--- config.mk ---
export PLATFORM = sky130hd
export DESIGN_NAME = star_field_gen
export DESIGN_NICKNAME = d
export VERILOG_FILES = /design/src/rtl/star_field_gen.sv
export SDC_FILE = /design/constraint.sdc
export NUM_CORES = 1
export LEC_CHECK = 0
export BUFFER_PORTS_ARGS = -buffer_cell sky130_fd_sc_hd__buf_2
export CORE_MARGIN = 8
export CORE_UTILIZATION = 65
export DETAILED_ROUTE_END_ITERATION = 12
export GPL_ROUTABILITY_DRIVEN = 0
export PLACE_DENSITY = 0.9
export SLEW_MARGIN = 5
export SYNTH_ARGS = -nofsm -noshare
export SYNTH_HDL_FRONTEND = slang
export SYNTH_SLANG_ARGS = --single-unit
--- constraint.sdc ---
create_clock -name clk -period 14.47 [get_ports clk]
set_input_delay 2.894 -clock clk [delete_from_list [all_inputs] [get_ports clk]]
set_output_delay 2.894 -clock clk [all_outputs]
set_load 0.005 [all_outputs]
--- src/rtl/star_field_gen.sv ---
// Scrolling pseudo-random starfield generator. The screen is hashed into
// 32x32 cells, each holding at most one star pixel. The field scrolls down
// once every SCROLL_DIV frames, and a subset of the stars twinkle with an LFSR.
module star_field_gen #(
  parameter logic [15:0] SEED       = 16'hACE1,
  parameter int unsigned DENSITY    = 8,
  parameter int unsigned SCROLL_DIV = 2,
  parameter int unsigned LEFT_X     = 1,
  parameter int unsigned RIGHT_X    = 635,
  parameter int unsigned TOP_Y      = 32,
  parameter int unsigned BOTTOM_Y   = 400
) (
  input  logic        clk,
  input  logic        reset,
  input  logic        startOfFrame,
  input  logic        enable,
  input  logic [10:0] pixelX,
  input  logic [10:0] pixelY,
  output logic        putStar,
  output logic        twinkleOn
);

  localparam int unsigned DIV_W = (SCROLL_DIV > 1) ? $clog2(SCROLL_DIV) : 1;
  localparam logic [DIV_W-1:0] DIV_LAST = DIV_W'(SCROLL_DIV - 1);
  // Bit i is set when hash nibble value i denotes an occupied cell.
  localparam logic [15:0] EXIST_MASK = 16'((32'd1 << DENSITY) - 32'd1);

  // Frame-rate state
  logic [DIV_W-1:0] div_q, div_d;
  logic [10:0]      scroll_q, scroll_d;
  logic [15:0]      lfsr_q, lfsr_d, lfsr_step;
  logic             twinkle_q, twinkle_d;

  // Stage-1 pipeline registers
  logic [10:0] ys_d;
  logic        area_d;
  logic [5:0]  cx_s1_q, cy_s1_q;
  logic [4:0]  xo_s1_q, yo_s1_q;
  logic        area_s1_q, tw_s1_q;

  // Stage-2 hash and result
  logic [15:0] prod, h;
  logic        put_q, put_d;

  // Frame update: scroll divider, Galois LFSR step and twinkle phase.
  always_comb begin
    div_d     = div_q;
    scroll_d  = scroll_q;
    lfsr_d    = lfsr_q;
    twinkle_d = twinkle_q;
    lfsr_step = {1'b0, lfsr_q[15:1]} ^ (lfsr_q[0] ? 16'hB400 : 16'h0000);
    if (startOfFrame && enable) begin
      if (div_q == DIV_LAST) begin
        div_d    = '0;
        scroll_d = scroll_q + 11'd1;
      end else begin
        div_d = div_q + 1'b1;
      end
      lfsr_d    = (lfsr_step == '0) ? SEED : lfsr_step;
      twinkle_d = lfsr_d[0];
    end
  end

  // Frame state registers.
  always_ff @(posedge clk or posedge reset) begin
    if (reset) begin
      div_q     <= '0;
      scroll_q  <= '0;
      lfsr_q    <= SEED;
      twinkle_q <= 1'b1;
    end else begin
      div_q     <= div_d;
      scroll_q  <= scroll_d;
      lfsr_q    <= lfsr_d;
      twinkle_q <= twinkle_d;
    end
  end

  // Stage-1 combinational: scrolled row and visible-area test on raw coordinates.
  always_comb begin
    ys_d   = pixelY - scroll_q;
    area_d = ({21'd0, pixelX} > LEFT_X) && ({21'd0, pixelX} < RIGHT_X) &&
             ({21'd0, pixelY} > TOP_Y)  && ({21'd0, pixelY} < BOTTOM_Y) && enable;
  end

  // Stage-1 registers; the twinkle phase travels with the pixel so a pixel
  // sampled together with the frame pulse still sees the old phase.
  always_ff @(posedge clk or posedge reset) begin
    if (reset) begin
      cx_s1_q   <= '0;
      cy_s1_q   <= '0;
      xo_s1_q   <= '0;
      yo_s1_q   <= '0;
      area_s1_q <= 1'b0;
      tw_s1_q   <= 1'b0;
    end else begin
      cx_s1_q   <= pixelX[10:5];
      cy_s1_q   <= ys_d[10:5];
      xo_s1_q   <= pixelX[4:0];
      yo_s1_q   <= ys_d[4:0];
      area_s1_q <= area_d;
      tw_s1_q   <= twinkle_q;
    end
  end

  // Stage-2 combinational: cell hash gives existence, in-cell offset and twinkler flag.
  always_comb begin
    prod  = {4'd0, cy_s1_q, cx_s1_q} * 16'h9E37;
    h     = prod ^ SEED;
    put_d = area_s1_q && EXIST_MASK[h[3:0]] &&
            (xo_s1_q == h[15:11]) && (yo_s1_q == h[10:6]) &&
            ((h[5:4] != 2'b11) || tw_s1_q);
  end

  // Stage-2 output register.
  always_ff @(posedge clk or posedge reset) begin
    if (reset) put_q <= 1'b0;
    else       put_q <= put_d;
  end

  assign putStar   = put_q;
  assign twinkleOn = twinkle_q;

endmodule

==> impl_metrics.yaml, run 1 <==
timing:
  max_freq_mhz: 180
  hold_viol_final: 0
  finalSetupViolations: 0
  finalWorstPathRequiredPeriod_ns: 5.56
  worstMarginPinSlew_ns: 1.08
  finalSetupTns_ns: 0
  rsz0062_at_grt: "no"
  drv_slew: 0
  clock_skew_ns: 0.0149
  period_share_pct: 38.4
  max_slew_margin_pct: 27.7
worst_setup_path:
  end_kind: "register"
  worstReg2RegEnd: "putStar"
  crit_type: "reg -> reg"
  rr_startpoint: "cy_s1_q[3]"
  crit_top_cell: "fa_1"
  cpPeakStageDelay_ns: 0.57
  cp-start-kind: "register"
  crit_family: "adder cells"
  worst-r2r-cell-count: 16
  crit_required_ns: 14.69
  cp.arrival_ns: 5.78
  path_cells: "fa_1 > inv_1 > fa_1 > inv_1 > fa_1 > inv_1 > fa_1 > fa_1 > inv_1 > ha_1 > a21o_1 > a221o_1 > or4_1 > a2111oi_2 > o2111ai_1 > nor4_2"
  path_buf_inv: 4
  r2r_setup_slack_ns: 8.91
  critPathSlowestCell: "fa_1"
  cp_max_fo: 7
  cp-startpoint: "cy_s1_q[3]"
cts:
  insertion_delay_ns: 0.32
  clkTransAtPathRegs_ns: 0.10
  cts_buffers: 5
  postCtsSetupBuffers: 0
  cts_hold_buf: 0
  cts-root-buf: "clkbuf_8"
  cts_buffer_depth: 2
  cts_tree: "done"
  htree_levels: 2
  cts_resized: 0
  clock-sinks: 53
synthesis:
  synthArstFlopShare_pct: 100
  syn_avg_cell_area_um2: 10.0
  synthFlopType: "dfrtp_1"
  ys_seq_elements: 53
  synth_area_um2: 4670
  synth_edf_count: 0
  synth_cell_types: 48
  yosysWarnings: 0
  ys_seq_area_share_pct: 28.6
  synth_nets: 592
  synthCells: 466
placed_design:
  hpwlAfterDp_um: 8250
  dp.cells: 587
  io_buffers: 27
cells_and_area:
  area_growth_pct: 7.08
  antenna_cells: 0
  nets: 621
  final_layout_size_suffix_gt1_share_pct: 10.3
  finalNonFillerCells: 595
floorplan:
  rows: 31
  core-area_um2: 7100
  die-width_um: 101
  die_y_um: 101
  start_util_pct: 65.8
  dieArea_um2: 10100
  ios: 28
detailed_routing:
  vias_per_cell: 5.63
  vias: 3347
  wl_um: 9710
  wl_met3_um: 450
  wl_per_cell_um: 16.3
  dr_wl_met2_um: 4980
  drt_iter0_drc: 173
  wl_met1_um: 4030
  drc: 0
  drtAntennaViolNets: 0
  top_layer: "met4"
  drtPass1Iterations: 4
global_route:
  grt_pass1_wl_um: 16700
  grt_max_degree: 54
  grt.total_usage_pct: 20.8
  grt_overflow: 0
  first_global_vias: 3667
  antenna_found_initial: 0
min_path:
  hold_path.class: "reg -> reg"
  min_delay_path_depth: 1
  min_to: "scroll_q[6]"
  min-delay-start: "scroll_q[6]"
run:
  cap_violations: 0
status:
  run_status: "finished, final reports clean"
==> Yosys cell counts (3+ instances only) <==
cell / number / share of area (%)
a21o_1: 3 / 0.48
a21oi_1: 8 / 0.86
and3_1: 4 / 0.54
clkbuf_1: 4 / 0.32
dfrtp_1: 45 / 24
dfstp_2: 8 / 4.5
fa_1: 42 / 18
ha_1: 58 / 16
inv_1: 96 / 7.7
nand2_1: 36 / 2.9
nand2b_1: 6 / 0.80
nand3_1: 10 / 1.1
nor2_1: 10 / 0.80
nor2b_1: 6 / 0.80
nor3_1: 14 / 1.5
nor4_1: 6 / 0.80
o211ai_1: 3 / 0.48
o21a_1: 3 / 0.48
o21ai_0: 15 / 1.6
o22a_1: 8 / 1.5
or3_1: 4 / 0.54
xnor2_1: 32 / 6.0
xor2_1: 11 / 2.1
==> worst reg2reg max path, cell delays in order, from the launching register on <==
cell and delay [ns]:
dfrtp_1 0.45, fa_1 0.57, inv_1 0.06, fa_1 0.53, inv_1 0.06, fa_1 0.54, inv_1 0.06, fa_1 0.46
fa_1 0.52, inv_1 0.05, ha_1 0.39, a21o_1 0.24, a221o_1 0.30, or4_1 0.54, a2111oi_2 0.37, o2111ai_1 0.18
nor4_2 0.15
==> how the worst max path moves through the flow <==
stage,end,cells past startpoint
4_1_cts,putStar,16
3_3_place_gp,putStar,16
6_report,putStar,16
2_1_floorplan,putStar,17
3_5_place_dp,putStar,16
5_1_grt,putStar,16
==> kinds of logic after synthesis <==
| kind of cell | after synthesis | synth area share, % |
|---|---|---|
| adder cells (fa/ha/maj) | 100 | 33.6 |
| buffers and inverters | 101 | 8.28 |
| XOR/XNOR | 43 | 8.07 |
| multiplexers | 2 | 0.724 |
| AO/OA/AOI/OAI | 60 | 9.19 |
| flip-flops | 53 | 28.6 |
| AND/OR/NAND/NOR | 107 | 11.6 |
==> placed cells by master (no fill, tap or decap), drive strengths merged, types with 11 or more instances in the layout <==
cell type	n
dfrtp	45
inv	99
xor2	11
ha	58
fa	42
buf	27
xnor2	32
o21ai	15
nand2	36
nor3	14
==> registers in the layout, indices dropped and copies added (netlist names) <==
signal,flops
div_q,1
scroll_q,11
cy_s1_q,6
area_s1_q,1
tw_s1_q,1
yo_s1_q,5
putStar,1
lfsr_q,16
xo_s1_q,5
cx_s1_q,6
==> area by class of cell <==
class,count,area (um2)
Multi-Input combinational cell,312,2950
Clock buffer,5,68.8
Tap cell,99,124
Fill cell,506,2100
Clock inverter,3,28.8
Sequential cell,53,1340
Timing Repair Buffer,27,135
Inverter,96,360
==> per-stage QoR <==
| stage | setup WS [ns] | cell area, um2 | util, % | hold WS [ns] |
|---|---|---|---|---|
| floorplan | 9.25 | 4670 | - | 0.404 |
| global placement | 9.14 | 4900 | 69.0 | 0.460 |
| detailed placement | 8.97 | 4900 | 69.0 | 0.462 |
| CTS | 8.94 | 5000 | 70.4 | 0.480 |
| global route | 8.74 | 5000 | 70.4 | 0.510 |
| finish | 8.91 | 5000 | 70.4 | 0.486 |
==> routing by layer <==
metal	vias up	global-route usage, %
met4	0	7.33
met3	22	2.83
met2	92	37.1
met5	-	0
met1	1641	24.9
li1	1592	-
Power of run 1 is not shown: default switching activity piles up to over one toggle a cycle in this logic, so the estimate is an artifact.
==> run 2, diff against run 1 <==
--- a/config.mk
+++ b/config.mk
@@ -7,10 +7,10 @@
 export LEC_CHECK = 0
 export BUFFER_PORTS_ARGS = -buffer_cell sky130_fd_sc_hd__buf_2
 export CORE_MARGIN = 8
-export CORE_UTILIZATION = 65
+export CORE_UTILIZATION = 62
 export DETAILED_ROUTE_END_ITERATION = 12
 export GPL_ROUTABILITY_DRIVEN = 0
-export PLACE_DENSITY = 0.9
+export PLACE_DENSITY = 0.87
 export SLEW_MARGIN = 5
 export SYNTH_ARGS = -nofsm -noshare
 export SYNTH_HDL_FRONTEND = slang
==> constraint.sdc (replaced) <==
create_clock -name clk -period 5.5 [get_ports clk]
set_input_delay 1.1 -clock clk [delete_from_list [all_inputs] [get_ports clk]]
set_output_delay 1.1 -clock clk [all_outputs]
set_load 0.005 [all_outputs]
==> impl_metrics.yaml, run 2 (synthesis gave the netlist of run 1 again) <==
floorplan:
  core-area_um2: 7290
  die-width_um: 103
  dieArea_um2: 10600
  rows: 31
  die_y_um: 103
  start_util_pct: 64.0
  ios: 28
cells_and_area:
  fill_cells: 516
  reg_top3: "lfsr_q x16, scroll_q x11"
  final_layout_size_suffix_gt1_share_pct: 11.0
  design_area_um2: 5040
  antenna_cells: 0
  ff_latch_area_um2: 1340
  area_growth_pct: 7.96
  final_cell_mix: "inv_1, ha_1, dfrtp_1"
  regMostFlops: "lfsr_q"
  multi_input_area_um2: 2950
  utilization_pct: 69.1
  nets: 623
  largest_reg_flops: 16
  layout_commonest_cell: "inv_1"
worst_setup_path:
  cp-startpoint: "cy_s1_q[3]"
  r2r_setup_slack_ns: 0.20
  cp.arrival_ns: 5.51
  cp_max_fo: 2
  rr_startpoint: "cy_s1_q[3]"
  worstReg2RegEnd: "putStar"
  crit_required_ns: 5.71
  cpPeakStageDelay_ns: 0.55
  end_kind: "register"
  cp-start-kind: "register"
  crit_type: "reg -> reg"
  critPathSlowestCell: "fa_1"
  path_cells: "fa_1 > inv_1 > fa_1 > inv_1 > fa_1 > inv_1 > fa_1 > fa_1 > inv_1 > ha_1 > a21o_1 > a221o_1 > or4_1 > a2111oi_2 > o2111ai_1 > nor4_2"
  worst-r2r-cell-count: 16
  crit_top_cell: "fa_1"
detailed_routing:
  wl_um: 9490
  drt_iter0_drc: 167
  vias: 3354
  drtAntennaViolNets: 0
  drc: 0
  drtPass1Iterations: 4
  wl_per_cell_um: 15.9
  vias_per_cell: 5.62
timing:
  drv_slew: 0
  finalSetupViolations: 0
  max_slew_margin_pct: 30.0
  worstMarginPinSlew_ns: 1.05
  finalWorstPathRequiredPeriod_ns: 5.30
  max_freq_mhz: 189
  period_share_pct: 96.4
  hold_viol_final: 0
  finalSetupTns_ns: 0
  rsz0062_at_grt: "no"
  fin_worst_hold_slack_ns: 0.474
  clock_skew_ns: 0.00340
min_path:
  min_to: "tw_s1_q"
  hold_path.class: "reg -> reg"
  min-delay-start: "lfsr_q[0]"
  min_delay_path_depth: 0
status:
  run_status: "finished, final reports clean"
global_route:
  grt_pass1_wl_um: 16800
  first_global_vias: 3761
  grt_max_degree: 54
  grt_overflow: 0
  antenna_found_initial: 0
  grt.total_usage_pct: 20.1
cts:
  htree_levels: 2
  cts_buffer_depth: 2
  clkTransAtPathRegs_ns: 0.09
  insertion_delay_ns: 0.30
  cts_buffers: 5
  cts-root-buf: "clkbuf_8"
  clock-sinks: 53
  cts_tree: "done"
placed_design:
  io_buffers: 27
  dpl_cell_area_um2: 4910
  hpwlAfterDp_um: 8030
run:
  cap_violations: 0
[run 2: layout make-up]
class,instances,area share (%)
Clock buffer,6,1.64
Clock inverter,2,0.745
Inverter,96,7.15
Multi-Input combinational cell,312,58.5
Sequential cell,53,26.5
Tap cell,99,2.46
Timing Repair Buffer,29,2.98
[run 2: per-layer routing]
metal	up-vias	global-route usage [%]	routed length [um]
met5	-	0	0
met4	0	8.12	299
met3	31	2.57	397
met2	98	35.2	4760
met1	1632	24.7	4030
li1	1593	-	-
[run 2: critical path, delay by kind of cell (launching register included)]
family / cells / cell delay, ns
flops: 1 / 0.42
compound gates: 4 / 1.04
buf+inv: 4 / 0.21
simple gates: 2 / 0.68
fa+ha+maj: 6 / 2.86
[run 2: how the worst max path moves through the flow]
stage	endpoint	slack (ns)	cells after the start
global placement	putStar	0.24	16
global route	putStar	0.02	16
finish	putStar	0.20	16
detailed placement	putStar	0.14	16
CTS	putStar	0.12	16
floorplan	putStar	0.28	17
[run 2: through the flow]
stage / instances / worst slack, ns
after floorplan: 466 / 0.276
after global placement: 588 / 0.242
after detailed placement: 588 / 0.135
after CTS: 596 / 0.122
after global routing: 597 / 0.0210
final: 597 / 0.199
[run 2: what timing repair did]
action                                  CTS  global route
buffers inserted                          0             1
hold buffers                              0             0
resized for setup                         0             2
endpoints found under the setup margin    0             1
Power of run 2 is left out for the same reason.
